$ cat config.mk
export PLATFORM = sky130hd
export DESIGN_NAME = mig_seq_eval
export DESIGN_NICKNAME = d
export VERILOG_FILES = /design/src/rtl/mig_seq_eval.sv
export SDC_FILE = /design/constraint.sdc
export NUM_CORES = 1
export LEC_CHECK = 0
export ABC_AREA = 1
export CORE_UTILIZATION = 65
export CTS_CLUSTER_SIZE = 30
export DETAILED_ROUTE_END_ITERATION = 16
export PLACE_DENSITY = 0.83
export SYNTH_ARGS = -nofsm -noshare
export SYNTH_HDL_FRONTEND = slang
export SYNTH_SLANG_ARGS = --single-unit
$ cat constraint.sdc
create_clock -name clk -period 5.05 [get_ports clk]
set_input_delay 1.515 -clock clk [delete_from_list [all_inputs] [get_ports clk]]
set_output_delay 1.515 -clock clk [all_outputs]
set_load 0.03 [all_outputs]
$ cat src/rtl/mig_seq_eval.sv
// Time-multiplexed majority-inverter-graph evaluator: a programmable node list is
// evaluated one majority node per clock for each accepted input vector.
module mig_seq_eval #(
  parameter int NUM_IN    = 4,
  parameter int MAX_NODES = 16,
  parameter int IW        = $clog2(1 + NUM_IN + MAX_NODES),
  parameter int AW        = $clog2(MAX_NODES)
) (
  input  logic                  clk,
  input  logic                  rst,
  input  logic                  cfg_we,
  input  logic [AW-1:0]         cfg_addr,
  input  logic [3*(IW+1)-1:0]   cfg_node,
  input  logic                  len_we,
  input  logic [AW:0]           len,
  input  logic [IW:0]           out_sel,
  input  logic                  in_valid,
  output logic                  in_ready,
  input  logic [NUM_IN-1:0]     in_x,
  output logic                  out_valid,
  input  logic                  out_ready,
  output logic                  y
);

  localparam int OW = IW + 1;
  localparam int NW = 3 * OW;
  localparam int PW = 2 ** IW;
  localparam logic [AW:0] LEN_MAX = (AW+1)'(MAX_NODES);

  typedef enum logic [1:0] {IDLE, EVAL, DONE} state_t;

  state_t state, state_next;

  logic [NW-1:0]        node_mem [MAX_NODES];
  logic [AW:0]          len_q;
  logic [AW:0]          k;
  logic [IW:0]          sel_q;
  logic [NUM_IN-1:0]    x_q;
  logic [MAX_NODES-1:0] nval, nval_next;
  logic                 y_q;

  logic                 accept;
  logic                 enter_done;
  logic [AW:0]          len_sat, len_eff;
  logic [IW:0]          sel_eff, sel_src;
  logic [NUM_IN-1:0]    x_src;
  logic [NW-1:0]        cur;
  logic [PW-1:0]        val_pad, res_pad;
  logic                 op_a, op_b, op_c, maj;
  logic                 y_next;

  // Signal vector zero-padded to the full index range so out-of-range indices read 0.
  function automatic logic rd(input logic [PW-1:0] v, input logic [IW:0] op);
    return v[op[IW-1:0]] ^ op[IW];
  endfunction

  assign len_sat = (len > LEN_MAX) ? LEN_MAX : len;
  assign len_eff = len_we ? len_sat : len_q;
  assign sel_eff = len_we ? out_sel : sel_q;

  always_comb begin
    state_next = state;
    in_ready   = 1'b0;
    out_valid  = 1'b0;
    accept     = 1'b0;
    case (state)
      IDLE: begin
        in_ready = 1'b1;
        if (in_valid) begin
          accept     = 1'b1;
          state_next = (len_eff == '0) ? DONE : EVAL;
        end
      end
      EVAL: begin
        if (k == len_q - 1'b1) state_next = DONE;
      end
      DONE: begin
        out_valid = 1'b1;
        if (out_ready) state_next = IDLE;
      end
      default: state_next = IDLE;
    endcase
  end

  assign enter_done = (state_next == DONE) && (state != DONE);

  always_comb begin
    cur     = node_mem[k[AW-1:0]];
    val_pad = PW'({nval, x_q, 1'b0});
    op_a    = rd(val_pad, cur[OW-1:0]);
    op_b    = rd(val_pad, cur[2*OW-1:OW]);
    op_c    = rd(val_pad, cur[3*OW-1:2*OW]);
    maj     = (op_a & op_b) | (op_a & op_c) | (op_b & op_c);
  end

  always_comb begin
    nval_next = nval;
    if (accept) begin
      nval_next = '0;
    end else if (state == EVAL) begin
      nval_next[k[AW-1:0]] = maj;
    end
  end

  // The result is taken from the values being written this edge, so a len=0
  // vector (straight from IDLE) and the last EVAL node share one path.
  always_comb begin
    x_src   = (state == IDLE) ? in_x : x_q;
    sel_src = (state == IDLE) ? sel_eff : sel_q;
    res_pad = PW'({nval_next, x_src, 1'b0});
    y_next  = rd(res_pad, sel_src);
  end

  always_ff @(posedge clk) begin
    if (rst) state <= IDLE;
    else     state <= state_next;
  end

  always_ff @(posedge clk) begin
    if (rst) begin
      for (int unsigned i = 0; i < MAX_NODES; i++) node_mem[i] <= '0;
      len_q <= '0;
      sel_q <= '0;
      x_q   <= '0;
      k     <= '0;
      nval  <= '0;
      y_q   <= 1'b0;
    end else begin
      if (state == IDLE && cfg_we) node_mem[cfg_addr] <= cfg_node;
      if (state == IDLE && len_we) begin
        len_q <= len_sat;
        sel_q <= out_sel;
      end
      if (accept) begin
        x_q <= in_x;
        k   <= '0;
      end else if (state == EVAL) begin
        k <= k + 1'b1;
      end
      nval <= nval_next;
      if (enter_done) y_q <= y_next;
    end
  end

  assign y = y_q;

endmodule
==> out/metrics.cfg, run 1 <==
[place]
gp_congestion = 0.945
dpl.hpwl_mm = 27.7
io_buffers = 45

[power_and_ir_drop]
power_density_nw_per_um2 = 373
ir_drop_mv = 0.385
pwr-share-seq_pct = 46.9
p_switching_mw = 1.60
switching_share_pct = 24.1
leakage_nw = 7.24
p_int_mw = 5.05
comb_power_share_pct = 10.1
power_frac_clock_pct = 43.0

[drt]
drt_pass1_iterations = 6
drtAntennaViolNets = 0
met2_length_mm = 21.1
viasPerCell = 6.15
vias = 13200
drt_iter0_drc = 1792
wl_met1_mm = 16.1
wl_mm = 44.1
wl_met3_mm = 5.11
drc = 0
dr.max_layer_used = met4
avgRoutedWirePerCell_um = 20.5

[setup_path]
crit_fanout = 78
crit_path_end_kind = flip-flop
start_kind = flip-flop
cp_num_buf_inv = 3
cp_common_cell = nand2_1
cp_slowest_cell = dfxtp_4
critPathArrivalTime_ns = 4.39
critPathRequiredTime_ns = 5.43
ff2ff_setup_slack_ns = 1.04
crit_family = simple AND/OR/NAND/NOR gates
path_class = reg2reg
reg2reg_to = y
reg2reg_depth = 27
cpPeakStageDelay_ns = 0.58

[worst_hold_path]
hold-path-endpoint = len_q[1]
hp-class = reg2reg
hold_start = len_q[1]
hold_path_depth = 2

[timing]
fin_tns_setup_ns = 0
worstMarginPinSlew_ns = 1.11
setup_viol = 0
fmax_mhz = 249
rsz0062_at_grt = no
max_slew_margin_pct = 25.6
hold_viol_final = 0
final.period_utilization_pct = 79.5
post-route-min-period_ns = 4.01
clock_skew_ns = 0.0231
slew_viol_final = 0

[floorplanning]
dieArea_um2 = 25300
core_area_um2 = 24200
dieWidth_um = 159
rows = 57
die_h_um = 159
ios = 46
start_util_pct = 66.2

[clocking]
max-clock-path-buffers = 3
numCtsBuffers = 36
cts_hold_buf = 0
cts_sinks = 331
root_buffer = clkbuf_16
ctsResizeCount = 0
post_cts_buffers = 0
cts_tree = yes
clkTransAtPathRegs_ns = 0.06
clock_latency_ns = 0.53
cts-htree-levels = 2

[cells_and_area]
regArea_um2 = 9510
insertedDiodeCount = 0
drive_gt1_share_pct = 5.92
filler_cell_count = 1641
areaGrowthSynthToFinish_pct = 11.2
multi_input_area_um2 = 5450
final_core_utilization_pct = 73.6
nets = 1845

[logic_synthesis]
synthAdderAreaFrac_pct = 0.390
synthArstFlopShare_pct = 0
synth_compound_area_share_pct = 6.22
syn_area_per_cell_um2 = 8.98
syn-num-nets = 1834
synth_top_family_by_area = simple AND/OR/NAND/NOR gates
synth_cells = 1786
synth.distinct_cells = 42
synth_ff_type = edfxtp_1
ys_warn_count = 0
synthMuxAreaShare_pct = 0
synth-edff-count = 288
synth_xor_area_share_pct = 0.382
netlist_area_um2 = 16000
ys_ff_latch = 331
synth_simple_gate_area_share_pct = 27.0
seq_area_frac_synth_pct = 59.3

[grt]
antenna_found_initial = 0
grt_start_max_net_pins = 79
grt_pass1_vias = 12800
grtUsageTotal_pct = 35.1
grt_pass1_wl_mm = 68.5
grt_overflow = 0

[flow_run]
max-cap-violations = 0

[outcome]
outcome = complete, no violations

[metrics by stage]
step | setup WS [ns] | power (mW) | instances | hold WS [ns] | cell area (µm²)
detailed placement | 0.798 | 3.82 | 2083 | 0.470 | 16600
global placement | 0.882 | 3.81 | 2083 | 0.467 | 16600
global route | 0.740 | 6.82 | 2149 | 0.508 | 17800
CTS | 1.17 | 6.63 | 2149 | 0.478 | 17800
floorplan | 1.60 | 3.63 | 1786 | 0.445 | 16000
finish | 1.04 | 6.65 | 2149 | 0.476 | 17800
[cells by family after synthesis]
logic type	Yosys count
flops	331
fa+ha+maj	5
simple gates	1054
xor+xnor	7
buf+inv	229
compound gates	160
[layout make-up]
cell class	count	area share [%]
Inverter	124	2.62
Sequential cell	331	53.3
Clock buffer	44	5.46
Multi-Input combinational cell	1226	30.5
Timing Repair Buffer	78	4.05
Tap cell	324	2.27
Clock inverter	22	1.74
[worst max-delay path by stage]
stage	slack [ns]	end	cells after the start
after floorplan	1.60	node_mem[0][0]	7
after global placement	0.88	node_mem[7][10]	7
after detailed placement	0.80	y	14
after CTS	1.17	y	26
after global routing	0.74	y	30
final	1.04	y	27
[worst reg2reg max path: stages (launching register included)]
cell     delay [ns]
dfxtp_4        0.58
buf_12         0.37
buf_4          0.39
nand2_1        0.07
nand3_1        0.09
nand3_1        0.15
nand3_1        0.16
nand2_1        0.23
inv_1          0.15
nand3_1        0.13
nand3_1        0.11
nand3_1        0.12
nand2_1        0.10
nand2_1        0.07
nand2_1        0.11
nand2_2        0.07
nand2_4        0.17
nand2_1        0.09
nand2_1        0.10
nand2_1        0.06
nand2_1        0.06
nor2_1         0.04
nand2_1        0.06
nand3_1        0.07
nand2_1        0.09
nand3_1        0.08
nand3_1        0.12
a21oi_1        0.06
[synthesized netlist by cell type, types with 4 or more instances]
master	n	share of area, %
a21oi_1	76	2.4
inv_2	4	0.094
nand3_2	6	0.37
buf_4	21	0.98
nand2_2	9	0.35
buf_2	17	0.53
o211ai_1	12	0.56
clkbuf_1	49	1.1
edfxtp_1	288	54
o21ai_0	23	0.72
nor2_1	413	9.7
a221o_1	10	0.62
dfxtp_1	43	5.4
xnor2_1	4	0.22
buf_6	17	1.2
a221oi_1	16	0.87
nand2_1	398	9.3
inv_1	120	2.8
nand3_1	209	6.5
o21ai_1	10	0.31
ha_1	5	0.39
nor3_1	8	0.25
[placed cells by master (no fill, tap or decap), types with 2 or more instances in the layout]
cell type        netlist  routed
a221oi_1              16      16
o21ai_1               10      10
a221o_1               10      10
xor2_1                 3       3
nand3_2                6       6
a32o_1                 3       3
inv_2                  4       3
o21ai_0               23      23
o211ai_2               2       2
nand2_2                9       9
buf_4                 21      31
nand2_1              398     398
dfxtp_1               43      41
buf_12                 0       2
xnor2_1                4       4
inv_1                120     120
clkbuf_1              49       6
clkdlybuf4s50_1        0      45
a21oi_1               76      76
nor3_1                 8       8
ha_1                   5       5
clkbuf_16              0      38
o211ai_1              12      12
bufinv_16              0       8
clkinv_1               0      11
nand3_1              209     209
edfxtp_1             288     288
and2_0                 2       2
nand4_1                3       3
nor2_1               413     413
[state kept, by name (all words and copies together) (netlist names), named ones only]
register	cells
state	2
x_q	4
len_q	5
node_mem	288
y	1
k	5
nval	16
sel_q	6
[per-layer routing]
layer	vias to the layer above	track usage (%)
li1	5982	-
met1	6171	46.8
met2	911	57.0
met3	142	5.31
met4	0	16.8
met5	-	0
[power by group through the flow]
stage / combinational (mW) / sequential [mW] / clock, mW
finish: 0.672 / 3.12 / 2.86
CTS: 0.658 / 3.12 / 2.85
floorplan: 0.476 / 3.16 / 0
global route: 0.734 / 3.13 / 2.96
global placement: 0.636 / 3.17 / 0
detailed placement: 0.649 / 3.18 / 0
No activity file was read; power rests on OpenSTA's default activity.
==> inputs of run 2 (changes only) <==
--- a/config.mk
+++ b/config.mk
@@ -6,10 +6,10 @@
 export NUM_CORES = 1
 export LEC_CHECK = 0
 export ABC_AREA = 1
-export CORE_UTILIZATION = 65
+export CORE_UTILIZATION = 56
 export CTS_CLUSTER_SIZE = 30
 export DETAILED_ROUTE_END_ITERATION = 16
-export PLACE_DENSITY = 0.83
+export PLACE_DENSITY = 0.76
 export SYNTH_ARGS = -nofsm -noshare
 export SYNTH_HDL_FRONTEND = slang
 export SYNTH_SLANG_ARGS = --single-unit
==> constraint.sdc (replaced) <==
create_clock -name clk -period 3.27 [get_ports clk]
set_input_delay 0.981 -clock clk [delete_from_list [all_inputs] [get_ports clk]]
set_output_delay 0.981 -clock clk [all_outputs]
set_load 0.03 [all_outputs]
==> run 2 against run 1 <==
The flow now finishes with violations (negative setup slack). Design area rose by 6.7%. Non-clock buffer count grew 90. Cell count is 6.5% higher. First-iteration DRC count decreased by 1.8%. Hold slack better by 0.0056 ns. Flip-flop and latch count unchanged. Critical path depth fell by 4. Clock-buffer cell count up 1. Critical path type unchanged.
==> out/metrics.cfg, run 2 (synthesis gave the netlist of run 1 again) <==
[grt]
grt_pass1_wl_mm = 70.2  ; was 68.5 mm
grtUsageTotal_pct = 31.8  ; was 35.1%
grt_pass1_vias = 12700  ; was 12800
grt_overflow = 0  ; unchanged
grt_start_max_net_pins = 53  ; was 79
antenna_found_initial = 0  ; unchanged

[timing]
hold_viol_final = 0  ; unchanged
slew_viol_final = 0  ; unchanged
setup_slack_ns = -0.0132  ; was 1.04 ns
rsz0062_at_grt = yes  ; was no
setup_viol = 1  ; was 0
hold_ws_ns = 0.481  ; was 0.476 ns
clock_skew_ns = 0.0254  ; was 0.0231 ns
max_slew_margin_pct = 51.0  ; was 25.6%
post-route-min-period_ns = 3.28  ; was 4.01 ns
final.period_utilization_pct = 100  ; was 79.5%
worstMarginPinSlew_ns = 0.734  ; was 1.11 ns
fmax_mhz = 305  ; was 249 MHz

[place]
place_inst = 2213  ; was 2083
dp_slack_ns = -0.0878  ; was 0.798 ns
dpl.hpwl_mm = 29.2  ; was 27.7 mm
gp_congestion = 0.950  ; was 0.945
io_buffers = 45  ; unchanged

[drt]
avgRoutedWirePerCell_um = 20.5  ; about the same
drc = 0  ; unchanged
viasPerCell = 5.88  ; was 6.15
drt_pass1_iterations = 6  ; unchanged
drt_iter0_drc = 1759  ; was 1792
wl_mm = 46.9  ; was 44.1 mm
vias = 13500  ; was 13200
drtAntennaViolNets = 0  ; unchanged

[cells_and_area]
drive_gt1_share_pct = 11.7  ; was 5.92%
finalNonFillerCells = 2289  ; was 2149
final_cell_mix = 413 x nor2_1, 390 x nand2_1, 288 x edfxtp_1, 196 x nand3_1, 119 x inv_1  ; was 413 x nor2_1, 398 x nand2_1, 288 x edfxtp_1, 209 x nand3_1, 120 x inv_1
insertedDiodeCount = 0  ; unchanged
areaGrowthSynthToFinish_pct = 18.6  ; was 11.2%
nets = 1936  ; was 1845
mostFrequentLayoutCell = nor2_1  ; unchanged
top_regs = node_mem: 288 flops, nval: 16 flops, sel_q: 6 flops  ; unchanged
largest_reg_flops = 288  ; unchanged
largest-register = node_mem  ; unchanged
multi_input_area_um2 = 5660  ; was 5450 µm²
filler_cell_count = 2120  ; was 1641
regArea_um2 = 9510  ; unchanged

[setup_path]
ff2ff_setup_slack_ns = -0.01  ; was 1.04 ns
path_class = reg2reg  ; unchanged
reg2reg_to = y  ; unchanged
crit_path_end_kind = flip-flop  ; unchanged
critPathRequiredTime_ns = 3.66  ; was 5.43 ns
critPathArrivalTime_ns = 3.67  ; was 4.39 ns
crit_end = y  ; unchanged
reg2reg_depth = 23  ; was 27
crit_fanout = 13  ; was 78
start_kind = flip-flop  ; unchanged

[clocking]
clock_latency_ns = 0.53  ; about the same
root_buffer = clkbuf_16  ; unchanged
cts-htree-levels = 2  ; unchanged
cts_tree = yes  ; unchanged
cts_hold_buf = 0  ; unchanged
numCtsBuffers = 35  ; was 36
clkTransAtPathRegs_ns = 0.06  ; about the same
max-clock-path-buffers = 3  ; unchanged
cts_sinks = 331  ; unchanged

[floorplanning]
ios = 46  ; unchanged
die_h_um = 171  ; was 159 µm
start_util_pct = 57.3  ; was 66.2%
core_area_um2 = 28000  ; was 24200 µm²
dieWidth_um = 171  ; was 159 µm
dieArea_um2 = 29300  ; was 25300 µm²
rows = 61  ; was 57

[power_and_ir_drop]
power_density_nw_per_um2 = 525  ; was 373 nW/µm²
ir_drop_mv = 0.447  ; was 0.385 mV
leakage_nw = 7.81  ; was 7.24 nW

[worst_hold_path]
hp-class = reg2reg  ; unchanged

[flow_run]
max-cap-violations = 0  ; unchanged

[outcome]
outcome = finished, violations left  ; was complete, no violations
violations = negative setup slack

[run 2: stage by stage]
step / setup TNS, ns / area [µm²] / power (mW) / util [%]
floorplan: 0 / 16000 / 5.61 / -
global placement: 0 / 17400 / 6.00 / 62.1
detailed placement: -0.0878 / 17400 / 6.02 / 62.1
CTS: 0 / 18600 / 9.88 / 66.4
global route: -0.262 / 19000 / 10.3 / 67.9
finish: -0.0132 / 19000 / 10.0 / 67.9
[run 2: critical path: stages (launching register included)]
cell	delay [ns]
dfxtp_4	0.35
buf_12	0.15
buf_12	0.14
buf_12	0.14
buf_4	0.15
a21oi_1	0.13
a221oi_1	0.11
o21ai_0	0.34
and2_0	0.31
nand3_1	0.13
nand2_1	0.09
nand2_1	0.08
nand2_4	0.13
nand2_8	0.09
nand2_1	0.07
nand2_1	0.08
a21oi_2	0.12
nand2_1	0.08
a21oi_2	0.12
nand2_1	0.09
nand2_1	0.07
nand2_1	0.05
nand3_1	0.06
a21oi_1	0.06
[run 2: what timing repair did]
action | 4_1_cts | 5_1_grt
pin swaps | 3 | 11
gates cloned | 3 | 6
buffers inserted | 1 | 6
gates resized for setup | 10 | 55
endpoints found under the setup margin | 1 | 1
[run 2: how the worst min path moves through the flow]
stage	start	slack, ns	depth (start not counted)	endpoint
after floorplan	len_q[1]	0.45	2	len_q[1]
after global placement	len_q[1]	0.46	2	len_q[1]
after detailed placement	len_q[1]	0.47	2	len_q[1]
after CTS	len_q[1]	0.48	2	len_q[1]
after global routing	len_q[2]	0.52	2	len_q[2]
final	len_q[1]	0.48	2	len_q[1]
[run 2: routing by layer]
layer	vias to the layer above	global-route usage (%)	share of wire (%)
li1	6178	-	-
met1	6351	42.9	38
met2	808	51.6	48
met3	131	4.92	11
met4	0	13.4	3.5
met5	-	0	0
[run 2: report_power, final]
| group | leakage (nW) | switching [mW] | total, mW | internal, mW |
|---|---|---|---|---|
| Combinational | 3.95 | 0.843 | 1.32 | 0.473 |
| Sequential | 3.32 | 0.0574 | 4.80 | 4.75 |
| Clock | 0.534 | 1.64 | 3.88 | 2.24 |
[run 2: area by class of cell]
class	count	share of cell area [%]
sequential	331	50.0
multi-input combinational	1228	29.7
timing repair buffer	168	9.48
clock buffer	45	4.85
inverter	124	2.57
tap	378	2.49
clock inverter	15	0.881
